File: src/rtl/debug_breakpoint_unit.sv
// Write-stage debug exception collector: DRx-style breakpoints, single step and task trap.
// Optional per-channel saturating hit counters are built when DEBUG_HIT_COUNT_EN is defined.
module debug_breakpoint_unit #(
   parameter int NUM_BP = 4,
   parameter int ADDR_W = 32,
   parameter int LEN_W  = 3
) (
   input  logic                     clk,
   input  logic                     rst_n,
   input  logic [NUM_BP*ADDR_W-1:0] bp_addr,
   input  logic [NUM_BP*LEN_W-1:0]  bp_len,
   input  logic [NUM_BP*2-1:0]      bp_rw,
   input  logic [NUM_BP*2-1:0]      bp_enable,
   input  logic [ADDR_W-1:0]        code_linear,
   input  logic                     code_in_limit,
   input  logic                     rflag,
   input  logic                     tflag,
   input  logic                     string_active,
   input  logic [ADDR_W-1:0]        wr_address,
   input  logic [2:0]               wr_length,
   input  logic                     wr_ready,
   input  logic [NUM_BP-1:0]        rd_hits,
   input  logic                     ld,
   input  logic                     finished,
   input  logic                     inhibit,
   input  logic                     task_trap,
   input  logic                     trap_clear,
   output logic                     dbg_prepare,
   output logic [NUM_BP-1:0]        dbg_code,
   output logic [NUM_BP-1:0]        dbg_write,
   output logic [NUM_BP-1:0]        dbg_read,
   output logic                     dbg_step,
   output logic                     dbg_task
`ifdef DEBUG_HIT_COUNT_EN
   ,
   output logic [NUM_BP*8-1:0]      hit_count
`endif
);

   localparam logic [ADDR_W:0] ONE = {{ADDR_W{1'b0}}, 1'b1};

   logic                any_en;
   logic [NUM_BP-1:0]   armed;
   logic [NUM_BP-1:0]   code_hit;
   logic [NUM_BP-1:0]   hit_w_nxt;
   logic [NUM_BP-1:0]   hit_w;
   logic [NUM_BP-1:0]   hit_w_eff;
   logic [NUM_BP-1:0]   rd_eff;
   logic [NUM_BP-1:0]   write_nxt;
   logic [NUM_BP-1:0]   read_nxt;
   logic [ADDR_W:0]     last_sum;
   logic [ADDR_W-1:0]   last_sat;
   logic [ADDR_W-1:0]   s1_addr;
   logic [ADDR_W-1:0]   s1_last;
   logic                step_pend;

   assign any_en = |bp_enable;

   // Last byte touched by the write; a carry out of the address space pins it to the top.
   assign last_sum = {1'b0, wr_address} + {{(ADDR_W-2){1'b0}}, wr_length} - ONE;
   assign last_sat = last_sum[ADDR_W] ? {ADDR_W{1'b1}} : last_sum[ADDR_W-1:0];

   for (genvar g = 0; g < NUM_BP; g++) begin : g_ch
      logic [ADDR_W-1:0] base;
      logic [ADDR_W-1:0] lmask;
      logic [ADDR_W-1:0] lo;
      logic [ADDR_W-1:0] hi;
      logic [1:0]        rw;

      assign base  = bp_addr[g*ADDR_W +: ADDR_W];
      assign lmask = {{(ADDR_W-LEN_W){1'b0}}, bp_len[g*LEN_W +: LEN_W]};
      assign lo    = base & ~lmask;
      assign hi    = base | lmask;
      assign rw    = bp_rw[g*2 +: 2];

      assign armed[g]     = |bp_enable[g*2 +: 2];
      assign hit_w_nxt[g] = armed[g] & rw[0] & (s1_addr <= hi) & (s1_last >= lo);
      assign code_hit[g]  = any_en & finished & code_in_limit & ~rflag & ~string_active
                            & armed[g] & (rw == 2'b00) & ((code_linear & ~lmask) == lo);
   end

   assign hit_w_eff = any_en ? hit_w : '0;
   assign rd_eff    = any_en ? rd_hits : '0;

   assign dbg_prepare = finished & ~inhibit
                        & (task_trap | step_pend | (|code_hit)
                           | (|(dbg_read & armed)) | (|(dbg_write & armed)));

   always_comb begin
      write_nxt = dbg_write;
      if (!inhibit) begin
         if (trap_clear)                    write_nxt = '0;
         else if (wr_ready || dbg_prepare)  write_nxt = dbg_write | hit_w_eff;
         else if (finished)                 write_nxt = '0;
      end
   end

   // Reads accumulate across micro-ops and stay frozen while the prepare is taken.
   always_comb begin
      read_nxt = dbg_read;
      if (!(inhibit || dbg_prepare)) begin
         if (trap_clear)              read_nxt = '0;
         else if (finished && ld)     read_nxt = rd_eff;
         else if (finished)           read_nxt = '0;
         else if (ld)                 read_nxt = dbg_read | rd_eff;
      end
   end

   always_ff @(posedge clk or negedge rst_n) begin
      if (!rst_n) begin
         s1_addr <= '0;
         s1_last <= '0;
         hit_w   <= '0;
      end else begin
         s1_addr <= wr_address;
         s1_last <= last_sat;
         hit_w   <= hit_w_nxt;
      end
   end

   always_ff @(posedge clk or negedge rst_n) begin
      if (!rst_n) begin
         dbg_write <= '0;
         dbg_read  <= '0;
         dbg_code  <= '0;
         dbg_step  <= 1'b0;
         dbg_task  <= 1'b0;
         step_pend <= 1'b0;
      end else begin
         dbg_write <= write_nxt;
         dbg_read  <= read_nxt;
         if (trap_clear)    step_pend <= 1'b0;
         else if (finished) step_pend <= tflag;
         if (dbg_prepare) begin
            dbg_code <= code_hit;
            dbg_step <= step_pend;
            dbg_task <= task_trap;
         end
      end
   end

`ifdef DEBUG_HIT_COUNT_EN
   logic [NUM_BP-1:0] captured;
   assign captured = code_hit | read_nxt | write_nxt;

   for (genvar c = 0; c < NUM_BP; c++) begin : g_cnt
      logic [7:0] cnt;
      always_ff @(posedge clk or negedge rst_n) begin
         if (!rst_n)
            cnt <= '0;
         else if (dbg_prepare && captured[c] && (cnt != 8'hFF))
            cnt <= cnt + 8'd1;
      end
      assign hit_count[c*8 +: 8] = cnt;
   end
`endif

endmodule

File: config.mk
export PLATFORM = sky130hd
export DESIGN_NAME = debug_breakpoint_unit
export DESIGN_NICKNAME = d
export VERILOG_FILES = /design/src/rtl/debug_breakpoint_unit.sv
export SDC_FILE = /design/constraint.sdc
export NUM_CORES = 1
export LEC_CHECK = 0
export CORE_ASPECT_RATIO = 1.5
export CORE_UTILIZATION = 40
export CTS_CLUSTER_SIZE = 12
export DETAILED_ROUTE_END_ITERATION = 12
export PLACE_DENSITY = 0.75
export REMOVE_ABC_BUFFERS = 1
export SYNTH_ARGS = -nofsm -noshare
export SYNTH_HDL_FRONTEND = slang
export SYNTH_SLANG_ARGS = --single-unit
File: constraint.sdc
create_clock -name clk -period 2.7 [get_ports clk]
set_input_delay 0.54 -clock clk [delete_from_list [all_inputs] [get_ports clk]]
set_output_delay 0.54 -clock clk [all_outputs]
set_load 0.01 [all_outputs]
==> key figures, run 1 <==
Worst setup path
  • Critical path arrival: 3.57 ns
  • Worst R2R Setup Slack: 0.08 ns
  • Worst r2r src: s1_addr[25]
  • Crit-path max FO: 8
  • Critical path launch point type: input pin
  • WS Path Type: input pin to flip-flop
  • Crit end category: flip-flop
  • RR Endpoint: hit_w[1]
  • FF-to-FF path depth: 12
  • Critical Path RT: 2.96 ns

Layout
  • Commonest cells after routing, fill and taps aside: buf_4, ha_1, inv_1, clkdlybuf4s50_1, dlymetal6s2s_1
  • Final net count: 2569
  • Most common library cell in the layout ignoring fill and taps: buf_4
  • Share of layout cells above drive strength 1: 0.278
  • Fillers: 2391
  • Fin cells: 2435
  • Register area: 2080 µm²
  • Area Growth Syn to Fin: 60.5%
  • Area of the multi-input gates: 9600 µm²

Placed design
  • Final HPWL from detailed placement: 44.5 mm
  • Post-Place Cells: 2398
  • Gpl congestion: 0.983
  • Port Buffers: 253
  • Place WS: -1.49 ns

Run
  • MaxCap Viol Count: 0

Floorplan
  • Horiz. Die Dim: 142 µm
  • Core ar.: 28800 µm²
  • # rows: 76
  • Die Area: 30100 µm²
  • Chip height: 212 µm
  • I/O pin total: 254
  • Initial Util: 0.409

GRT
  • Grt total ovfl: 0
  • Antenna violations before repair: 0
  • Gr usage total: 0.344
  • Pin count of the biggest net entering global routing: 41
  • First-pass GRT wire length: 75.8 mm
  • Vias in the first global route: 13926

Clocking
  • CTS max path bufs: 2
  • CTS Hold Buffers Added: 0
  • CTS sink cnt: 83
  • CTS tree: yes
  • H-Tree Depth: 3
  • Clock Latency Late Sink: 0.37 ns
  • Root Driver: clkbuf_16
  • Worst-path clk slew: 0.06 ns
  • Num CTS Buffers: 9

STA
  • Max-slew violations: 0
  • Final setup violation count: 41
  • Fin Clk Skew: 0.00683 ns
  • Hold Fails Final Rpt: 0
  • Slew margin rel.: 0.652
  • Final period util: 1.23
  • Hold slack final: 0.0645 ns
  • RSZ-0062 raised after global routing: true
  • Max Freq: 302 MHz
  • Final setup margin: -0.608 ns
  • Worst Tran Pin Value: 0.517 ns
  • Minimum clock period: 3.31 ns
  • Setup_tns: -18.34 ns

Route
  • First-pass iteration count of the detailed router: 4
  • DRC viols: 0
  • Detail Route Antenna Nets: 0
  • Final WL: 51.8 mm
  • Initial DRC Count: 617
  • Via density: 5.43
  • Avg WL per Cell: 21.3 µm
  • Vias: 13227

Synth
  • Post-synth ARST share: 1.00
  • Warnings from Yosys: 0
  • Mapped Area: 11800 µm²
  • Unique cell type count in the Yosys netlist: 61
  • Register area share after synthesis: 0.176
  • Cells after synthesis: 1380
  • Flops & latches, synth: 83
  • Mean Syn Cell Area: 8.53 µm²
  • EDFF count, synth: 0
  • Synth Flop Type: dfrtp_1

Min path
  • Worst hold path type: input pin to asynchronous set/reset pin

Power
  • Combinational fraction of design power: 0.557
  • LEAKAGE: 10.1 nW
  • Sequential fraction of design power: 0.239
  • Switching share of power: 0.378
  • Worst VDD drop: 356 µV
  • Pint: 4.19 mW
  • Switching power: 2.55 mW
  • Power per cell area: 356 nW/µm²
  • Clock power frac: 0.204

Status
  • Violated checks: negative setup slack
  • Outcome: complete, but fails checks
==> Yosys cell counts, drive strengths merged, types with 4 or more instances <==
| library cell | number | area share |
|---|---|---|
| inv | 171 | 0.055 |
| o21a | 14 | 0.0089 |
| nand3 | 11 | 0.0047 |
| nor2 | 62 | 0.020 |
| nand2 | 68 | 0.022 |
| a31oi | 6 | 0.0032 |
| nand4 | 64 | 0.034 |
| o2111ai | 9 | 0.0067 |
| nand2b | 29 | 0.015 |
| ha | 290 | 0.31 |
| xnor2 | 88 | 0.065 |
| and3 | 7 | 0.0037 |
| and4 | 5 | 0.0037 |
| nor2b | 24 | 0.013 |
| a2111oi | 5 | 0.0037 |
| o211ai | 10 | 0.0064 |
| xor2 | 62 | 0.046 |
| nor4 | 24 | 0.013 |
| or4 | 9 | 0.0057 |
| dfrtp | 83 | 0.18 |
| a21oi | 89 | 0.038 |
| a22o | 4 | 0.0030 |
| a211oi | 16 | 0.011 |
| a21boi | 5 | 0.0032 |
| o21ai | 80 | 0.037 |
| a21o | 60 | 0.038 |
| nor3 | 18 | 0.0077 |
| or2 | 6 | 0.0032 |
| clkbuf | 7 | 0.0022 |
| o22ai | 7 | 0.0037 |
==> routing by layer <==
layer / wire length [µm] / vias up / GRT usage
met1: 19100 / 6204 / 0.357
met5: 0 / - / 0
met3: 2660 / 199 / 0.0475
li1: - / 6310 / -
met4: 4680 / 0 / 0.274
met2: 25300 / 514 / 0.618
==> power by group through the flow <==
stage | Clock [mW] | Combinational (mW) | Sequential [mW]
after global routing | 1.43 | 4.11 | 1.62
after global placement | 0 | 3.41 | 1.62
after detailed placement | 0 | 3.49 | 1.63
final | 1.37 | 3.75 | 1.61
after CTS | 1.38 | 3.62 | 1.60
after floorplan | 0 | 1.67 | 1.54
==> state kept, by name, indices dropped and copies added (netlist names) <==
| name | count |
|---|---|
| s1_addr | 32 |
| s1_last | 32 |
| dbg_code | 4 |
| dbg_read | 4 |
| dbg_write | 4 |
| hit_w | 4 |
| dbg_step | 1 |
| dbg_task | 1 |
| step_pend | 1 |
==> worst max-delay path by stage <==
| stage | startpoint | to | slack [ns] | depth (start not counted) |
|---|---|---|---|---|
| after floorplan | wr_address[2] | s1_last[18] | -1.60 | 13 |
| after global placement | wr_address[2] | s1_last[7] | -1.47 | 16 |
| after detailed placement | wr_address[2] | s1_last[8] | -1.49 | 16 |
| after CTS | code_linear[19] | dbg_prepare | -0.67 | 10 |
| after global routing | wr_address[3] | s1_last[19] | -0.67 | 15 |
| final | wr_address[4] | s1_last[19] | -0.61 | 15 |
==> area by class of cell <==
class	count	share of cell area
Clock buffer	11	0.0134
Inverter	171	0.0340
Sequential cell	83	0.110
Clock inverter	4	0.00391
Multi-Input combinational cell	1116	0.508
Timing Repair Buffer	658	0.305
Antenna cell	2	0.000265
Tap cell	390	0.0258
==> per-stage QoR <==
step	cell area, µm²	utilization	power (mW)
final	18900	0.656	6.74
after global routing	18900	0.656	7.15
after CTS	18300	0.635	6.61
after global placement	17700	0.613	5.03
after floorplan	11700	-	3.21
after detailed placement	17700	0.613	5.11
==> critical path, cell delays in order <==
cell and delay, ns:
dlygate4sd2_1 0.31, inv_1 0.07, ha_1 0.31, o211ai_1 0.13, o211ai_1 0.40, a311oi_4 0.21
a211oi_4 0.47, o311ai_2 0.14, a21oi_2 0.23, o41ai_4 0.11, xnor2_2 0.19, buf_12 0.17
buf_12 0.13, buf_6 0.09, o21ai_2 0.04
==> cell families after synthesis <==
kind of cell             after synthesis  synth area share
multiplexers                           1          0.000850
flip-flops                            83             0.176
XOR/XNOR                             150             0.112
AO/OA/AOI/OAI                        331             0.186
adder cells (fa/ha/maj)              291             0.310
buffers and inverters                181            0.0596
AND/OR/NAND/NOR                      343             0.156
==> timing repair <==
action,CTS,global route
setup buffers,7,13
gates resized for setup,124,221
setup endpoints to repair,51,51
pin swaps,32,66
Power figures use the tool's default switching activity.
==> run 2, diff against run 1 <==
Settings changed: SETUP_SLACK_MARGIN set to 0.15.
==> key figures, run 2 (synthesis gave the netlist of run 1 again) <==
Status
  • Outcome: complete, but fails checks
  • Violated checks: negative setup slack

Power
  • Power per cell area: 359 nW/µm²
  • LEAKAGE: 9.71 nW
  • Switching power: 2.65 mW
  • Pint: 4.23 mW
  • Sequential fraction of design power: 0.235
  • Switching share of power: 0.385
  • Worst VDD drop: 349 µV
  • Combinational fraction of design power: 0.566
  • Clock power frac: 0.199

Worst setup path
  • RR Endpoint: hit_w[2]
  • Critical path launch point: wr_address[2]
  • Crit-path max FO: 8
  • CP cell instances: buf_8 -> inv_4 -> ha_4 -> inv_2 -> ha_4 -> a211oi_4 -> o211ai_1 -> a311oi_4 -> a211oi_4 -> buf_6 -> o311ai_4 -> a21oi_2 -> o41ai_4 -> xnor2_2 -> buf_12 -> buf_12 -> buf_6 -> o21ai_2
  • Critical path launch point type: input pin
  • Crit end category: flip-flop
  • WS Path Type: input pin to flip-flop
  • CP endpoint: s1_last[19]
  • Critical Path RT: 2.96 ns
  • CP peak stage delay: 0.37 ns
  • Worst R2R Setup Slack: 0.24 ns
  • Worst r2r src: s1_last[17]
  • FF-to-FF path depth: 10
  • CP max stage cell: a311oi_4
  • Critical path arrival: 3.55 ns

Clocking
  • CTS Hold Buffers Added: 0
  • Num CTS Buffers: 9
  • CTS tree: yes
  • Clock Latency Late Sink: 0.37 ns
  • CTS sink cnt: 83
  • Worst-path clk slew: 0.06 ns
  • H-Tree Depth: 3
  • Root Driver: clkbuf_16
  • CTS max path bufs: 2

STA
  • Hold Fails Final Rpt: 0
  • Final setup violation count: 37
  • RSZ-0062 raised after global routing: true
  • Max-slew violations: 0
  • Minimum clock period: 3.29 ns
  • Fin Clk Skew: 0.00813 ns
  • Worst Tran Pin Value: 0.513 ns
  • Max Freq: 304 MHz
  • Slew margin rel.: 0.649
  • Final period util: 1.22
  • Hold slack final: 0.0592 ns
  • Final setup margin: -0.592 ns

Route
  • Final WL: 52.4 mm
  • Vias: 13393
  • First-pass iteration count of the detailed router: 5
  • DRC viols: 0
  • Initial DRC Count: 571
  • Avg WL per Cell: 21.5 µm
  • Detail Route Antenna Nets: 0
  • Via density: 5.49

Layout
  • Fillers: 2407
  • Share of layout cells above drive strength 1: 0.354
  • Final net count: 2577
  • Final Instance Area: 19200 µm²
  • Commonest cells after routing, fill and taps aside: buf_4, ha_1, inv_1, dfrtp_1, a21oi_1
  • Top flop regs: s1_addr: 32 flops, s1_last: 32 flops
  • Area Growth Syn to Fin: 62.8%
  • ANT cells: 0
  • Utilization after layout: 0.665
  • Most common library cell in the layout ignoring fill and taps: buf_4

Run
  • MaxCap Viol Count: 0

Placed design
  • Placed Area: 17700 µm²
  • Gpl congestion: 0.983
  • Port Buffers: 253
  • Final HPWL from detailed placement: 44.5 mm

GRT
  • Gr usage total: 0.349
  • First-pass GRT wire length: 76.8 mm
  • Antenna violations before repair: 0
  • Pin count of the biggest net entering global routing: 41
  • Grt total ovfl: 0
  • Vias in the first global route: 14122

Floorplan
  • Core ar.: 28800 µm²
  • Initial Util: 0.409
  • I/O pin total: 254
  • Die Area: 30100 µm²
  • Horiz. Die Dim: 142 µm
  • Chip height: 212 µm
  • # rows: 76

Min path
  • Worst hold path type: input pin to asynchronous set/reset pin
## run 2: changes by cell type in the layout (fill, tap and decap cells not counted), moves of 18 or more
cell	delta
buf_2	+28
clkdlybuf4s15_2	+20
clkdlybuf4s50_1	-51
dlygate4sd2_1	+49
dlymetal6s2s_1	-71
o21ai_0	-18
## run 2: what timing repair did
action	CTS	global route
pin swaps	120	119
endpoints found under the setup margin	51	51
buffers inserted	16	12
gates resized for setup	522	206
## run 2: metal layers
layer,share of wire,up-vias,track usage,wire length (µm)
li1,-,6318,-,-
met1,0.36,6342,0.359,19100
met2,0.49,541,0.626,25800
met3,0.054,192,0.0480,2830
met4,0.089,0,0.287,4640
met5,0,-,0,0
## run 2: layout make-up
class / count / area (µm²) / share of cell area
inverter: 171 / 647 / 0.0337
clock buffer: 11 / 253 / 0.0132
multi-input combinational: 1116 / 10200 / 0.531
clock inverter: 4 / 73.8 / 0.00385
sequential: 83 / 2080 / 0.108
timing repair buffer: 666 / 5460 / 0.285
tap: 390 / 488 / 0.0254
## run 2: power groups by stage
stage                     Combinational (mW)  Clock (mW)  Sequential, mW
after floorplan                         1.67           0            1.54
after global placement                  3.41           0            1.62
after detailed placement                3.49           0            1.63
after CTS                               3.71        1.38            1.61
after global routing                    4.24        1.43            1.62
final                                   3.89        1.37            1.62
## run 2: how the worst min path moves through the flow
stage | start | endpoint | slack [ns] | cells after the start
global route | rst_n | s1_last[29] | 0.08 | 1
finish | rst_n | s1_addr[27] | 0.06 | 1
floorplan | rst_n | dbg_code[0] | 0.24 | 0
CTS | rst_n | s1_addr[27] | 0.07 | 1
detailed placement | rst_n | s1_addr[27] | 0.46 | 1
global placement | rst_n | s1_addr[25] | 0.46 | 1
## run 2: worst max-delay path, delay by kind of cell
family | cells | cell delay [ns]
adder cells (fa/ha/maj) | 2 | 0.49
XOR/XNOR | 1 | 0.17
buffers and inverters | 7 | 0.69
AO/OA/AOI/OAI | 8 | 1.64
## run 2: stage by stage
step | cells | setup TNS (ns) | setup WS, ns | power, mW
4_1_cts | 2429 | -18.23 | -0.632 | 6.70
3_5_place_dp | 2398 | -57.65 | -1.49 | 5.11
3_3_place_gp | 2398 | -56.66 | -1.47 | 5.03
5_1_grt | 2441 | -20.05 | -0.643 | 7.29
6_report | 2441 | -17.79 | -0.592 | 6.88
2_1_floorplan | 1370 | -46.80 | -1.60 | 3.21
==> run 3, diff against run 2 <==
--- a/config.mk
+++ b/config.mk
@@ -7,7 +7,9 @@
 export LEC_CHECK = 0
+export CELL_PAD_IN_SITES_DETAIL_PLACEMENT = 0
+export CELL_PAD_IN_SITES_GLOBAL_PLACEMENT = 1
 export CORE_ASPECT_RATIO = 1.5
-export CORE_UTILIZATION = 40
+export CORE_UTILIZATION = 36
 export CTS_CLUSTER_SIZE = 12
 export DETAILED_ROUTE_END_ITERATION = 12
-export PLACE_DENSITY = 0.75
+export PLACE_DENSITY = 0.87
 export REMOVE_ABC_BUFFERS = 1
--- a/constraint.sdc
+++ b/constraint.sdc
@@ -3,2 +3,2 @@
 set_output_delay 0.54 -clock clk [all_outputs]
-set_load 0.01 [all_outputs]
+set_load 0.005 [all_outputs]
==> key figures, run 3 (synthesis gave the netlist of run 1 again) <==
Min path
  • Worst hold path type: input pin to flip-flop
  • Hold path cells: 1

GRT
  • GRT met1 Usage: 0.338
  • Gr usage total: 0.315
  • Met2 Usage GRT: 0.560
  • First-pass GRT wire length: 76.8 mm
  • Antenna violations before repair: 3
  • GR Layer Usage met3: 0.0485
  • Vias in the first global route: 13645
  • GRT busiest layer: met2
  • Grt total ovfl: 0
  • Pin count of the biggest net entering global routing: 45

STA
  • Final period util: 1.20
  • Fin Clk Skew: 0.00799 ns
  • Hold Fails Final Rpt: 0
  • Setup_tns: -16.23 ns
  • Final setup violation count: 35
  • Minimum clock period: 3.25 ns
  • Max Freq: 308 MHz
  • Worst Tran Pin Value: 0.495 ns
  • Slew margin rel.: 0.662
  • Max-slew violations: 0
  • Final setup margin: -0.546 ns
  • RSZ-0062 raised after global routing: true

Worst setup path
  • CP peak stage delay: 0.40 ns
  • CP max stage cell: a311oi_4
  • Critical path launch point type: input pin
  • Crit-path max FO: 6
  • Critical path arrival: 3.51 ns
  • Crit end category: flip-flop
  • WS Path Type: input pin to flip-flop
  • FF-to-FF path depth: 9
  • CP cell instances: buf_8 -> inv_4 -> ha_4 -> inv_4 -> ha_4 -> a211oi_4 -> o211ai_1 -> a311oi_4 -> a211oi_4 -> buf_6 -> o311ai_4 -> a21oi_2 -> o41ai_4 -> xnor2_2 -> buf_12 -> or2b_1
  • Critical Path RT: 2.96 ns

Floorplan
  • Initial Util: 0.368
  • Die Area: 33500 µm²
  • Horiz. Die Dim: 150 µm
  • Chip height: 224 µm
  • # rows: 80
  • I/O pin total: 254
  • Core ar.: 32000 µm²

Power
  • Worst VDD drop: 288 µV
  • Switching share of power: 0.389
  • Switching power: 2.66 mW
  • Pint: 4.17 mW
  • Power per cell area: 355 nW/µm²
  • LEAKAGE: 9.71 nW
  • Clock power frac: 0.200
  • Sequential fraction of design power: 0.237
  • Combinational fraction of design power: 0.564

Layout
  • Share of layout cells above drive strength 1: 0.346
  • Utilization after layout: 0.601
  • Final net count: 2571
  • Fin cells: 2457
  • Commonest cells after routing, fill and taps aside: buf_4, ha_1, inv_1, dfrtp_1, a21oi_1
  • Area Growth Syn to Fin: 63.5%
  • Top flop regs: s1_addr: 32 flops, s1_last: 32 flops
  • Most common library cell in the layout ignoring fill and taps: buf_4

Clocking
  • CTS tree: yes
  • CTS max path bufs: 2
  • H-Tree Depth: 3
  • Worst-path clk slew: 0.07 ns
  • CTS sink cnt: 83
  • Root Driver: clkbuf_16
  • Clock Latency Late Sink: 0.38 ns
  • Num CTS Buffers: 9

Route
  • Avg WL per Cell: 21.5 µm
  • Vias: 13147
  • First-pass iteration count of the detailed router: 5
  • Via density: 5.35
  • Final WL: 52.7 mm
  • DRC viols: 0
  • Detail Route Antenna Nets: 0
  • Initial DRC Count: 646

Run
  • MaxCap Viol Count: 0

Placed design
  • Gpl congestion: 1.03
  • Final HPWL from detailed placement: 45.6 mm
  • Post-Place Cells: 2415
  • Port Buffers: 253

Status
  • Violated checks: negative setup slack
  • Outcome: complete, but fails checks
-- run 3: per-layer routing --
metal  up-vias  share of wire
met5         -        0.00047
met4         4          0.071
met2       437           0.50
met3       154          0.057
met1      6256           0.38
li1       6296              -
-- run 3: worst max-delay path: cells and delay by family --
family	cells	cell delay, ns
fa+ha+maj	2	0.49
xor+xnor	1	0.20
simple gates	1	0.22
buf+inv	5	0.47
compound gates	7	1.58
-- run 3: through the flow --
| step | hold slack [ns] | area (µm²) | power [mW] | setup slack (ns) |
|---|---|---|---|---|
| after floorplan | 0.244 | 11700 | 3.20 | -1.60 |
| after global placement | 0.404 | 17700 | 5.03 | -1.48 |
| after detailed placement | 0.407 | 17700 | 5.12 | -1.52 |
| after CTS | 0.333 | 18700 | 6.66 | -0.644 |
| after global routing | 0.314 | 19200 | 7.29 | -0.643 |
| final | 0.321 | 19300 | 6.83 | -0.546 |
-- run 3: path summary, 6_finish.rpt --
path	startpoint	end	slack, ns
max	wr_address[2]	s1_last[1]	-0.55
min	wr_address[9]	s1_addr[9]	0.32
max reg2reg	s1_addr[27]	hit_w[1]	0.19
min reg2reg	dbg_code[0]	dbg_code[0]	0.48
max in group asynchronous	rst_n	hit_w[3]	1.51
min in group asynchronous	rst_n	s1_addr[26]	0.56
-- run 3: repair_timing --
action | CTS | global route
endpoints found under the setup margin | 51 | 48
hold buffers | 1 | 0
buffers inserted | 12 | 11
pin swaps | 126 | 70
cloned | 0 | 1
endpoints found under the hold margin | 13 | 0
resized for setup | 533 | 157
-- run 3: power groups by stage --
stage	sequential [mW]	clock, mW	combinational (mW)
global route	1.62	1.45	4.22
CTS	1.61	1.40	3.65
finish	1.62	1.36	3.85
detailed placement	1.63	0	3.49
global placement	1.63	0	3.40
floorplan	1.54	0	1.66
-- run 3: layout make-up --
cell class	count	area (µm²)
inverter	171	647
sequential	83	2080
multi-input combinational	1116	10200
antenna	1	2.50
timing repair buffer	660	5500
tap	410	513
clock inverter	6	90.1
fill	2840	12800
clock buffer	10	229
